$ cat src/rtl/load_ext_ctrl.sv
// Load controller: issues one word read per load request, then aligns
// and sign/zero-extends the selected byte/halfword/word for writeback.
// Misaligned requests raise exc_adel; a memory that never acks raises exc_bus.
module load_ext_ctrl #(
    parameter int unsigned TIMEOUT = 15
) (
    input  logic        clk,
    input  logic        rst,
    input  logic        ld_valid,
    output logic        ld_ready,
    input  logic [31:0] ld_addr,
    input  logic [2:0]  ld_type,
    output logic        mem_req,
    output logic [31:0] mem_addr,
    input  logic        mem_ack,
    input  logic [31:0] mem_rdata,
    output logic        rd_valid,
    output logic [31:0] rd_data,
    output logic        exc_adel,
    output logic        exc_bus,
    output logic        busy
);

    localparam int unsigned CNT_W = 8;

    typedef enum logic [1:0] {
        IDLE = 2'd0,
        REQ  = 2'd1,
        RESP = 2'd2,
        ERR  = 2'd3
    } state_t;

    state_t             state;
    logic [CNT_W-1:0]   cnt;
    logic [1:0]         addr_lo;
    logic [2:0]         type_q;

    // Only the lane-select bits of the address matter after the request is issued.
    assign ld_ready = (state == IDLE) & ~rst;

    // Halfword loads are LH/LHU; byte loads are LB/LBU; everything else is a word.
    function automatic logic is_byte(input logic [2:0] t);
        return (t == 3'b000) || (t == 3'b100);
    endfunction

    function automatic logic is_half(input logic [2:0] t);
        return (t == 3'b001) || (t == 3'b101);
    endfunction

    function automatic logic misaligned(input logic [1:0] a, input logic [2:0] t);
        if (is_byte(t))
            return 1'b0;
        else if (is_half(t))
            return a[0];
        else
            return a != 2'b00;
    endfunction

    // Lane select plus sign/zero extension of the returned word.
    function automatic logic [31:0] extend(input logic [31:0] w, input logic [1:0] a,
                                           input logic [2:0] t);
        logic [7:0]  b;
        logic [15:0] h;
        logic [31:0] r;
        case (a)
            2'd0:    b = w[7:0];
            2'd1:    b = w[15:8];
            2'd2:    b = w[23:16];
            default: b = w[31:24];
        endcase
        h = a[1] ? w[31:16] : w[15:0];
        case (t)
            3'b000:  r = {{24{b[7]}}, b};
            3'b100:  r = {24'd0, b};
            3'b001:  r = {{16{h[15]}}, h};
            3'b101:  r = {16'd0, h};
            default: r = w;
        endcase
        return r;
    endfunction

    // Controller FSM with registered outputs.
    always_ff @(posedge clk) begin
        if (rst) begin
            state    <= IDLE;
            cnt      <= '0;
            addr_lo  <= '0;
            type_q   <= '0;
            mem_req  <= 1'b0;
            mem_addr <= '0;
            rd_valid <= 1'b0;
            rd_data  <= '0;
            exc_adel <= 1'b0;
            exc_bus  <= 1'b0;
            busy     <= 1'b0;
        end else begin
            rd_valid <= 1'b0;
            exc_adel <= 1'b0;
            exc_bus  <= 1'b0;
            case (state)
                IDLE: begin
                    if (ld_valid) begin
                        addr_lo <= ld_addr[1:0];
                        type_q  <= ld_type;
                        busy    <= 1'b1;
                        if (misaligned(ld_addr[1:0], ld_type)) begin
                            state    <= ERR;
                            exc_adel <= 1'b1;
                        end else begin
                            state    <= REQ;
                            cnt      <= '0;
                            mem_req  <= 1'b1;
                            mem_addr <= {ld_addr[31:2], 2'b00};
                        end
                    end
                end
                REQ: begin
                    if (mem_ack) begin
                        state    <= RESP;
                        rd_valid <= 1'b1;
                        rd_data  <= extend(mem_rdata, addr_lo, type_q);
                        mem_req  <= 1'b0;
                        mem_addr <= '0;
                    end else if (cnt == CNT_W'(TIMEOUT - 1)) begin
                        state    <= ERR;
                        exc_bus  <= 1'b1;
                        mem_req  <= 1'b0;
                        mem_addr <= '0;
                    end else begin
                        cnt <= cnt + CNT_W'(1);
                    end
                end
                RESP: begin
                    state <= IDLE;
                    busy  <= 1'b0;
                end
                ERR: begin
                    state <= IDLE;
                    busy  <= 1'b0;
                end
                default: begin
                    state <= IDLE;
                    busy  <= 1'b0;
                end
            endcase
        end
    end

endmodule

$ cat config.mk
export PLATFORM = sky130hd
export DESIGN_NAME = load_ext_ctrl
export DESIGN_NICKNAME = d
export VERILOG_FILES = /design/src/rtl/load_ext_ctrl.sv
export SDC_FILE = /design/constraint.sdc
export NUM_CORES = 1
export LEC_CHECK = 0
export ABC_AREA = 1
export ABC_CLOCK_PERIOD_IN_PS = 1780
export BUFFER_PORTS_ARGS = -buffer_cell sky130_fd_sc_hd__buf_4
export CAP_MARGIN = 20
export CORE_ASPECT_RATIO = 0.7
export CORE_MARGIN = 3
export CORE_UTILIZATION = 50
export DETAILED_ROUTE_END_ITERATION = 16
export PLACE_DENSITY = 0.9
export SYNTH_ARGS = -nofsm -noshare
export SYNTH_HDL_FRONTEND = slang
export SYNTH_SLANG_ARGS = --single-unit
$ cat constraint.sdc
create_clock -name clk -period 1.78 [get_ports clk]
set_input_delay 0.178 -clock clk [delete_from_list [all_inputs] [get_ports clk]]
set_output_delay 0.178 -clock clk [all_outputs]
set_load 0.01 [all_outputs]
==> results.toml <==
[finish]
finalNetCount = 810
stdcell_count = 843
area_delta_synth_final_pct = 34.4
fill_cells = 652
diodes = 0
drive_above_1_share = 0.260

[min_path]
hp-class = "input port to register"

[pwr]
cellPowerDensity_nw_per_um2 = 979
vdd_ir_drop_max_v = 0.000551
seq_power_share = 0.391
power_switching_uw = 1840
intPower_uw = 3630
p_leak_uw = 0.00278
swShare = 0.336
clockPowerShare = 0.329
combPwrFrac = 0.280

[yosys]
synth_area_leaders = "dfxtp_1 40%, nand2_1 10%, inv_1 8.0%, a21oi_1 7.5%, o21ai_0 7.1%"
yosysMostFrequentCell = "nand2_1"
synth_warnings = 0
syn_inst = 610
ys_seq_elements = 82
yosys.area.top_type = "dfxtp_1"
dominantRegCellSynth = "dfxtp_1"
avgSynthCellArea_sq_um = 6.81
async_reset_ff_frac = 0
synth_commonest_cells = "113 x nand2_1, 88 x inv_1, 82 x dfxtp_1"
synth_edf_count = 0
yosysTopAreaCellShare = 0.395
syn-cell-area_sq_um = 4150
yosys.cell_types.count = 31
yosysSeqAreaShare = 0.395

[floorplan]
initial_core_util = 0.521
dieWidth_um = 115
fp.dieArea_sq_um = 9450
fp-row-count = 27
boundaryPins = 141
core_area_sq_um = 7970
fp.dieH_um = 82.3

[routing]
routedWlPerCell_um = 15.5
wl_met1_um = 5770
ant_nets = 0
num_vias = 4630
firstDrtPassIters = 7
viasPerCell = 5.49
drtIter0Drc = 414
wl_met2_um = 6150
post-route-drc-count = 0
routed_wl_um = 13100
highest_layer = "met4"
wl_met3_um = 855

[timing]
setup_ws_ps = 103
max_freq_ghz = 0.596
max_slew_margin = 0.669
worst_slew_pin_slew_ps = 495
setup_violations = 0
fin_crit_sh = 0.942
setup_tns_ps = 0
finClkSkew_ps = 10.1
period_needed_ps = 1680
final_hold_viol_count = 0
slew_viol_final = 0

[clocking]
clk-insertion-delay-late_ps = 340
cts_tree = "done"
clockBufferDepth = 2
htreeDepth = 3
clk_pin_slew_ps = 60
clock-sinks = 82
numCtsBuffers = 9
postCtsHoldBufs = 0
root_buffer = "clkbuf_16"

[worst_setup_path]
reg2reg_depth = 9
r2r-start = "cnt[0]"
cp-end-kind = "register"
r2r-end = "cnt[3]"
cp-start-kind = "register"
path_delay_family = "simple AND/OR/NAND/NOR gates"
cp_slowest_cell = "dfxtp_2"
worstSetupPathType = "register to register"
critical_path_depth = 9
worstSetupEndpoint = "cnt[3]"
cp_cell_sequence = "inv_1 > ha_1 > nand2_1 > nor2_1 > nand3_1 > nand2_1 > nor2_1 > nand2_1 > a21oi_1"
r2r_slack_ps = 100
crit_path_start = "cnt[0]"
crit_top_cell = "nand2_1"
critical_path_arrival_ps = 1940
crit_fanout = 5
max_stage_delay_ps = 370
required_ps = 2040
cp_num_buf_inv = 1

[run_status]
status = "completed"

[placement]
dp_cells = 827
routabilityCongestion = 0.890
dp_hpwl_um = 9370
portBuffers = 138
pre_cts_ws_ps = 37.2

[global_route]
grt_max_degree = 40
grt_usage = 0.262
antenna_found_initial = 0
grt_pass1_wl_um = 20000
grt_overflow = 0
grt_pass1_vias = 4148

[flow_run]
drv_cap = 0
[power by group through the flow]
stage	Clock [uW]	Combinational, uW	Sequential [uW]
floorplan	0	812	2220
global placement	0	1440	2160
detailed placement	0	1490	2170
CTS	1810	1500	2130
global route	1890	1670	2150
finish	1800	1530	2130
[state kept, by name, summed over array words and instances, names as in the netlist]
name	count
rd_data	32
mem_addr	30
cnt	8
type_q	3
addr_lo	2
state	2
busy	1
exc_adel	1
exc_bus	1
mem_req	1
rd_valid	1
[routing by layer]
metal  up-vias  GRT usage
met5         -          0
met3        29     0.0539
met4         0     0.0750
met2       205      0.424
li1       2225          -
met1      2171      0.357
[placed cells by master (no fill, tap or decap), types with 2 or more instances in the layout]
master,instances
nand3_2,2
or2_2,5
nor3_1,2
o21a_1,8
nor2_1,52
nand3_1,15
o21bai_1,18
a21oi_1,61
o21ai_0,59
conb_1,2
buf_4,151
xnor2_1,2
inv_6,3
o211ai_1,6
nand4_1,35
buf_12,3
dfxtp_1,81
inv_1,88
ha_1,2
o22ai_1,2
nor2_4,2
clkbuf_16,9
inv_2,5
nand2_1,112
nand2_2,4
[through the flow]
stage | hold slack [ps] | area (sq um) | util | total power [uW]
after CTS | 74.0 | 5570 | 0.699 | 5440
final | 87.7 | 5580 | 0.700 | 5460
after detailed placement | 421 | 5290 | 0.663 | 3660
after global placement | 417 | 5290 | 0.663 | 3600
after floorplan | 257 | 4160 | - | 3030
after global routing | 81.9 | 5580 | 0.700 | 5710
[how the worst min path moves through the flow]
stage,depth (start not counted),slack (ps),end,startpoint
after floorplan,1,260,exc_bus,mem_ack
after global placement,2,420,exc_bus,mem_ack
after detailed placement,2,420,exc_bus,mem_ack
after CTS,2,70,exc_bus,mem_ack
after global routing,2,80,exc_bus,mem_ack
final,2,90,exc_bus,mem_ack
[timing repair]
action                     4_1_cts  5_1_grt
setup endpoints to repair        0       18
gates resized for setup          0        4
buffers inserted                 0        0
[cells by family after synthesis]
kind of cell / count (synthesis) / synth area share
compound gates: 156 / 0.208
simple gates: 233 / 0.252
other cells: 1 / 0.000903
xor+xnor: 3 / 0.00633
buf+inv: 133 / 0.131
flops: 82 / 0.395
fa+ha+maj: 2 / 0.00602
[worst register-to-register path: cells and delay by family (launching register included)]
| family | cells | cell delay [ps] |
|---|---|---|
| AO/OA/AOI/OAI | 1 | 140 |
| AND/OR/NAND/NOR | 6 | 820 |
| flip-flops | 1 | 370 |
| adder cells (fa/ha/maj) | 1 | 200 |
| buffers and inverters | 1 | 80 |
[layout make-up]
cell class	count	area, sq um	share of cell area
Clock buffer	9	225	0.0403
Clock inverter	7	58.8	0.0105
Inverter	94	353	0.0632
Multi-Input combinational cell	396	1980	0.355
Sequential cell	82	1640	0.294
Tap cell	101	126	0.0226
Timing Repair Buffer	154	1190	0.214
Note: power is estimated with default switching activity, not from simulation.
